**config.mk**
```make
export PLATFORM = sky130hd
export DESIGN_NAME = axi_stream_header_arbiter
export DESIGN_NICKNAME = d
export VERILOG_FILES = /design/src/rtl/axi_hdr_pkg.sv /design/src/rtl/axi_hdr_rr_pick.sv /design/src/rtl/axi_stream_header_arbiter.sv
export SDC_FILE = /design/constraint.sdc
export NUM_CORES = 1
export LEC_CHECK = 0
export CORE_ASPECT_RATIO = 0.75
export CORE_MARGIN = 1
export CORE_UTILIZATION = 32
export CTS_CLUSTER_SIZE = 12
export DETAILED_ROUTE_END_ITERATION = 6
export PLACE_DENSITY = 0.83
export REMOVE_ABC_BUFFERS = 1
export SYNTH_ARGS = -nofsm -noshare
export SYNTH_HDL_FRONTEND = slang
export SYNTH_SLANG_ARGS = --single-unit
```
**constraint.sdc**
```tcl
create_clock -name clk -period 2.4 [get_ports clk]
set_input_delay 0.36 -clock clk [delete_from_list [all_inputs] [get_ports clk]]
set_output_delay 0.36 -clock clk [all_outputs]
set_load 0.02 [all_outputs]
```
**src/rtl/axi_hdr_pkg.sv**
```systemverilog
// axi_hdr_pkg: shared types and defaults for the header arbiter slice
package axi_hdr_pkg;
  typedef enum logic [1:0] {IDLE, OFFER, WAIT_LAST} state_e;
  localparam int NUM_REQ_DEF = 4;
  localparam int PTR_WD = $clog2(NUM_REQ_DEF);
endpackage

```
**src/rtl/axi_hdr_rr_pick.sv**
```systemverilog
// axi_hdr_rr_pick: round-robin pick of the first request at or above ptr_i, wrapping
module axi_hdr_rr_pick #(
  parameter int N  = 4,
  parameter int PW = $clog2(N)
) (
  input  logic [N-1:0]  req_i,
  input  logic [PW-1:0] ptr_i,
  output logic [N-1:0]  pick_o,
  output logic [PW-1:0] idx_o,
  output logic          any_o
);
  assign any_o  = |req_i;
  assign pick_o = any_o ? N'(1) << idx_o : '0;
  // Scan from the farthest offset down so the closest one to ptr_i wins.
  always_comb begin
    idx_o = '0;
    for (int i = N - 1; i >= 0; i--)
      if (req_i[(int'(ptr_i) + i) % N]) idx_o = PW'((int'(ptr_i) + i) % N);
  end
endmodule

```
**src/rtl/axi_stream_header_arbiter.sv**
```systemverilog
// axi_stream_header_arbiter: round-robin share of the insert block's header port,
// one grant per packet, released on the snooped last_out handshake.
module axi_stream_header_arbiter
  import axi_hdr_pkg::*;
#(
  parameter int DATA_WD      = 32,
  parameter int DATA_BYTE_WD = DATA_WD / 8,
  parameter int BYTE_CNT_WD  = $clog2(DATA_BYTE_WD),
  parameter int NUM_REQ      = NUM_REQ_DEF,
  parameter int CNT_WD       = 16
) (
  input  logic                            clk,
  input  logic                            rst_n,
  input  logic [NUM_REQ-1:0]              valid_hdr,
  input  logic [NUM_REQ*DATA_WD-1:0]      data_hdr,
  input  logic [NUM_REQ*DATA_BYTE_WD-1:0] keep_hdr,
  input  logic [NUM_REQ*BYTE_CNT_WD-1:0]  cnt_hdr,
  output logic [NUM_REQ-1:0]              ready_hdr,
  output logic                            valid_insert,
  output logic [DATA_WD-1:0]              data_insert,
  output logic [DATA_BYTE_WD-1:0]         keep_insert,
  output logic [BYTE_CNT_WD-1:0]          byte_insert_cnt,
  input  logic                            ready_insert,
  input  logic                            valid_out,
  input  logic                            ready_out,
  input  logic                            last_out,
  output logic [NUM_REQ-1:0]              grant,
  output logic [CNT_WD-1:0]               pkt_cnt,
  output logic                            err_orphan
);
  localparam int PW = $clog2(NUM_REQ);
  state_e              state_q, state_d;
  logic [NUM_REQ-1:0]  grant_q, grant_d, pick;
  logic [PW-1:0]       gidx_q, gidx_d, rr_q, rr_d, pick_idx;
  logic [CNT_WD-1:0]   pkt_q, pkt_d;
  logic                err_q, err_d, any_req, offer, gvalid, last_hs;
  axi_hdr_rr_pick #(.N(NUM_REQ), .PW(PW)) u_pick (
    .req_i (valid_hdr),
    .ptr_i (rr_q),
    .pick_o(pick),
    .idx_o (pick_idx),
    .any_o (any_req)
  );
  assign offer           = state_q == OFFER;
  assign gvalid          = valid_hdr[gidx_q];
  assign last_hs         = valid_out & ready_out & last_out;
  assign valid_insert    = offer & gvalid;
  assign ready_hdr       = offer ? grant_q & {NUM_REQ{ready_insert}} : '0;
  assign data_insert     = offer ? data_hdr[int'(gidx_q)*DATA_WD +: DATA_WD] : '0;
  assign keep_insert     = offer ? keep_hdr[int'(gidx_q)*DATA_BYTE_WD +: DATA_BYTE_WD] : '0;
  assign byte_insert_cnt = offer ? cnt_hdr[int'(gidx_q)*BYTE_CNT_WD +: BYTE_CNT_WD] : '0;
  assign grant           = grant_q;
  assign pkt_cnt         = pkt_q;
  assign err_orphan      = err_q;
  always_comb begin
    state_d = state_q;
    grant_d = grant_q;
    gidx_d  = gidx_q;
    rr_d    = rr_q;
    pkt_d   = pkt_q;
    // A last beat only closes a packet once its header has been accepted.
    err_d   = err_q | (last_hs & (state_q != WAIT_LAST));
    if (state_q == IDLE && any_req) begin
      state_d = OFFER;
      grant_d = pick;
      gidx_d  = pick_idx;
    end
    if (offer && !gvalid) begin
      state_d = IDLE;
      grant_d = '0;
    end else if (offer && ready_insert) begin
      state_d = WAIT_LAST;
      rr_d    = (gidx_q == PW'(NUM_REQ - 1)) ? '0 : gidx_q + 1'b1;
    end
    if (state_q == WAIT_LAST && last_hs) begin
      state_d = IDLE;
      grant_d = '0;
      pkt_d   = pkt_q + 1'b1;
    end
  end
  always_ff @(posedge clk or negedge rst_n) begin
    if (!rst_n) begin
      state_q <= IDLE;
      grant_q <= '0;
      gidx_q  <= '0;
      rr_q    <= '0;
      pkt_q   <= '0;
      err_q   <= 1'b0;
    end else begin
      state_q <= state_d;
      grant_q <= grant_d;
      gidx_q  <= gidx_d;
      rr_q    <= rr_d;
      pkt_q   <= pkt_d;
      err_q   <= err_d;
    end
  end
endmodule

```
* Word-level counts from Yosys, hierarchy flattened
Index checks and enable logic that the tools add are counted.
** Word-level totals
- Input port bits :: 162
- Output and inout port bits :: 64
- Memories :: 0
- ROM bits :: 0
- Word-level logic and storage cells :: 77
- Bits in writable memories :: 0
- Latch bits :: 0
- Bits in registers :: 27
** Operators by class
- Eq/ne operators :: 4
- Multipliers :: 0
- Reduce and logical (&&, ||, !) cells :: 13
- $add $sub $neg :: 5
- Divide/modulo/power cells :: 0
- Multiplexer cells :: 30
- Shifts and indexed selects :: 4
- Bitwise gates (word level) :: 10
- $lt $le $gt $ge :: 5
** Operators by type and width (count)
- indexed part select 128 x 8 -> 32 bit :: 1
- 2-to-1 mux 32 bit :: 1
- 2-to-1 mux 4 bit :: 6
- 2-to-1 mux 2 bit :: 10
- adder 16 x 1 -> 16 bit (second input constant) :: 1
- indexed part select 16 x 5 -> 4 bit :: 1
- less-than comparator 3 x 4 -> 1 bit (second input constant) :: 3
- binary-select mux 1 bit (select 2 bit) :: 5
- 2-to-1 mux 1 bit :: 8
- indexed part select 8 x 4 -> 2 bit :: 1
- less-than comparator 2 x 3 -> 1 bit (second input constant) :: 2
- OR reduction 2 bit :: 3
- adder 2 x 1 -> 2 bit (second input constant) :: 2
- adder 2 bit (second input constant) :: 2
- AND 1 bit :: 4
- AND 4 bit :: 1
- == test 2 bit (second input constant) :: 2
- logical AND 1 bit :: 4
- nonzero test 4 bit :: 1
- OR reduction 4 bit :: 1
- left shift 1 x 2 -> 4 bit (first input constant) :: 1
- AND 1 bit (first input constant) :: 3
- nonzero test 3 bit :: 1
- == test 2 x 1 -> 1 bit (second input constant) :: 1
- other kinds (6) :: 6

* Longest topological paths before layout
- Word-level depth :: 15
- Gate-level depth with buffers :: 5
- Gate-level depth less buffers :: 5

* Cells and area by module
A second synthesis with hierarchy kept.
** Second synthesis, totals
- Cells, all modules :: 234
- Area total of the unflattened synthesis :: 2645.0 um2
** By module, submodules not included
- axi_stream_header_arbiter :: times used 1, cells each 201, area each 2433.6 um2, seq. area each 675.6 um2
- axi_hdr_rr_pick :: times used 1, cells each 33, area each 211.5 um2, seq. area each 0.0 um2

* Least setup slack after synthesis
No wires, ideal clock.
- Kind :: reg-to-output
- From :: register gidx_q[0]
- To :: output byte_insert_cnt[0]
- Arrival :: 1524 ps
- Setup slack :: 516 ps
- Required time :: 2040 ps
- Stages on the path, launching flop included :: 5
- Cells stage by stage :: dfrtp_1 > clkbuf_1 > buf_2 > mux4_2 > and2_1
** On the way
- Cells in the longest elaborated chain, start to end :: 2
** Ends and longest elaborated chain
- start, declared :: line axi_stream_header_arbiter.sv:34 : logic [PW-1:0] gidx_q, gidx_d, rr_q, rr_d, pick_idx;
- start signal, assigned :: line axi_stream_header_arbiter.sv:92 : gidx_q <= gidx_d;
- indexed part select 8 x 4 -> 2 bit :: line axi_stream_header_arbiter.sv:51 : assign byte_insert_cnt = offer ? cnt_hdr[int'(gidx_q)*BYTE_CNT_WD +: BYTE_CNT_WD] : '0;
- 2-to-1 mux 2 bit :: line axi_stream_header_arbiter.sv:51
- end, declared :: line axi_stream_header_arbiter.sv:22 : output logic [BYTE_CNT_WD-1:0] byte_insert_cnt,
No other way between the ends.

* Worst setup path after layout
- From :: register gidx_q[0]
- To :: output data_insert[28]
** On the way
- Cells in the longest elaborated chain, start to end :: 2
** Ends and longest elaborated chain
- indexed part select 128 x 8 -> 32 bit :: line axi_stream_header_arbiter.sv:49 : assign data_insert = offer ? data_hdr[int'(gidx_q)*DATA_WD +: DATA_WD] : '0;
- 2-to-1 mux 32 bit :: line axi_stream_header_arbiter.sv:49
- end, declared :: line axi_stream_header_arbiter.sv:20 : output logic [DATA_WD-1:0] data_insert,
No other way between the ends.

==> flow_summary_export.csv <==
group,metric,value,unit
power,p_leak,2.10,nW
floorplan,fp.dieH,78.1,um
final_layout,fin_nets,603,
power,p_sw,0.00156,W
power,powerDensity,776,nW/um2
cts,cts_buffer_depth,2,
timing,drv_slew,0,
global_routing,grt_first_pass_wirelength,14700,um
cts,htree_num_levels,1,
timing,rsz0062_at_grt,"false",
floorplan,dieArea,8070,um2
routing,wire_per_inst,18.0,um
worst_setup_path,required,2.04,ns
timing,max-slew-margin-rel,62.5,%
yosys,synth_area,2470,um2
placed_design,placed_cell_area,4950,um2
worst_setup_path,r2r_start,"gidx_q[0]$_DFFE_PN0P_",
global_routing,antenna_found_initial,3,
routing,detail_route.vias_per_cell,4.93,
timing,finalCriticalPeriod,2.29,ns
timing,finalSetupViolCount,0,
status,status,"complete, no violations",
worst_setup_path,worst_setup_path_end_kind,"output port",
power,swShare,40.2,%
placed_design,io_buffers,225,
routing,drc,0,
timing,worstMarginPinSlew,0.559,ns
floorplan,rows,27,
floorplan,ios,226,
power,power_frac_clock,6.5,%
final_layout,area_growth,103,%
global_routing,grt_max_degree,30,
timing,fin_crit_sh,95.4,%
worst_setup_path,critPathLaunchType,"register",
cts,numCtsBuffers,3,
placed_design,place_hpwl,8230,um
power,p_comb_share,75.9,%
routing,ant_nets,0,
yosys,synth-seq-area-share,27.4,%
global_routing,gr-total-overflow,0,
floorplan,start_util,33.4,%
yosys,ys.flop_type,"dfrtp_1",
yosys,async_flop_share,100,%
cts,insertion_delay,0.26,ns
routing,vias,2671,
yosys,yosys_warnings,0,
yosys,synth-seq-cells,27,
worst_setup_path,critPathMaxFanout,8,
global_routing,grt_pass1_vias,2737,
routing,drt_iter0_drc,75,
placed_design,pre_cts_slack,0.0191,ns
timing,finalHoldViolations,0,
routing,wl,9730,um
floorplan,core-area,7400,um2
final_layout,drive_gt1_share,15.3,%
yosys,synth_cells,206,
worst_setup_path,arrival,1.93,ns
yosys,avgSynthCellArea,12.0,um2
worst_setup_path,r2r_cells,6,
worst_hold_path,holdCritPathClass,"input port to async pin",
timing,clock.fmax,0.437,GHz
worst_setup_path,startpoint,"gidx_q[0]$_DFFE_PN0P_",
timing,fin_worst_skew,0.00172,ns
power,p_int,0.00232,W
worst_setup_path,critical_path_class,"register to output port",
timing,setup_ws,0.111,ns
run,maxCapViolations,0,
power,p_seq_share,17.5,%
global_routing,grt_usage,24.1,%
yosys,post_synth_num_cell_types,35,
cts,cts_tree,"built",
cts,cts_root_buffer,"clkbuf_8",
final_layout,fillCellCount,597,
power,vdd_ir_drop_max,364,uV
floorplan,dieWidth,103,um
final_layout,finalInstanceArea,5000,um2
cts,cts.sinks,27,
cts,clk_pin_slew,0.09,ns
placed_design,gp_congestion,0.866,
yosys,synth_edf_count,0,
final_layout,instances_no_fill,542,
routing,dr.pass1.iters,4,
placed_design,dp.cells,531,
power,total_power,0.00388,W
[state kept, by name (all words and copies together) (netlist names)]
name	count
pkt_cnt	16
grant	4
gidx_q	2
rr_q	2
state_q	2
err_orphan	1
[stage by stage]
step | utilization [%] | hold slack, ns | TNS (ns)
after floorplan | - | 0.0644 | -21.47
after global placement | 66.9 | 0.453 | 0
after detailed placement | 66.9 | 0.471 | 0
after CTS | 67.1 | 0.464 | 0
after global routing | 67.6 | 0.474 | 0
final | 67.6 | 0.454 | 0
[cell type report]
cell class | instances | area (um2) | area share (%)
Antenna cell | 3 | 7.51 | 0.150
Clock buffer | 4 | 45.0 | 0.901
Inverter | 7 | 26.3 | 0.526
Multi-Input combinational cell | 157 | 1700 | 33.9
Sequential cell | 27 | 678 | 13.6
Tap cell | 101 | 126 | 2.53
Timing Repair Buffer | 243 | 2420 | 48.4
[cell families after synthesis]
kind of cell | after synthesis | synth area share, %
fa+ha+maj | 2 | 1.01
simple gates | 83 | 20.0
buf+inv | 22 | 4.05
flops | 27 | 27.4
compound gates | 14 | 4.92
mux | 43 | 37.4
xor+xnor | 15 | 5.32
[power by group through the flow]
| stage | Combinational, W | Clock, W | Sequential [W] |
|---|---|---|---|
| final | 0.00295 | 0.000254 | 0.000680 |
| after global routing | 0.00318 | 0.000287 | 0.000698 |
| after global placement | 0.00302 | 0 | 0.000715 |
| after detailed placement | 0.00306 | 0 | 0.000725 |
| after floorplan | 0.00147 | 0 | 0.000919 |
| after CTS | 0.00294 | 0.000261 | 0.000700 |
[worst max-delay path, stage by stage, from the launching register on]
cell	delay (ns)
dfrtp_2	0.39
buf_12	0.12
buf_12	0.13
mux4_2	0.52
and2_1	0.18
dlygate4sd2_1	0.31
[placed cells by master, fill, tap and decap left out, drive strengths merged, types with 4 or more instances in the layout]
cell type / n
a21oi: 4
dfrtp: 27
dlygate4sd2: 37
nand2b: 4
clkdlybuf4s50: 186
nand3: 8
nand2: 7
clkbuf: 4
mux4: 39
nor3: 4
and2: 39
and3: 7
xnor2: 12
buf: 18
inv: 7
nor2: 4
[timing repair]
| action | in CTS | in global routing |
|---|---|---|
| endpoints found under the setup margin | 38 | 5 |
| setup buffers | 1 | 3 |
| resized for setup | 37 | 2 |
| gates cloned | 0 | 0 |
| hold buffers | 0 | 0 |
[routing by layer]
layer / GRT usage (%) / wire length (um) / part of all wire (%)
met1: 27.5 / 3530 / 36
met5: 0 / 0 / 0
met4: 8.73 / 201 / 2.1
met3: 5.52 / 823 / 8.5
met2: 43.6 / 5180 / 53
[cell usage after synthesis (2+ instances only)]
library cell	instances	area (um2)
and4_1	2	17.5
inv_1	7	26.3
nor2_1	4	15.0
buf_1	2	7.51
and2_1	39	244
nor3_1	2	10.0
and3_1	7	43.8
xor2_1	3	26.3
xnor2_1	12	105
nand2_1	7	26.3
o32ai_1	2	17.5
mux4_2	39	878
or3_1	2	12.5
nand3_1	8	40.0
mux2_1	2	22.5
dfrtp_1	27	676
nor2b_1	2	12.5
nor3_2	2	20.0
a32o_1	2	20.0
nand2b_1	4	25.0
clkbuf_1	5	18.8
a21oi_1	4	20.0
buf_4	3	22.5
ha_1	2	25.0
nand4_1	3	18.8
buf_2	5	25.0
[final timing paths]
kind	to	slack [ns]
worst min register to register	pkt_cnt[15]$_DFFE_PN0P_	0.48
worst max register to register	rr_q[1]$_DFFE_PN0P_	0.69
min in group clk	pkt_cnt[15]$_DFFE_PN0P_	0.48
max in group asynchronous	gidx_q[1]$_DFFE_PN0P_	1.67
worst min-delay path	pkt_cnt[15]$_DFFE_PN0P_	0.45
worst max-delay path	data_insert[28]	0.11
(Power assumes the default switching activity.)
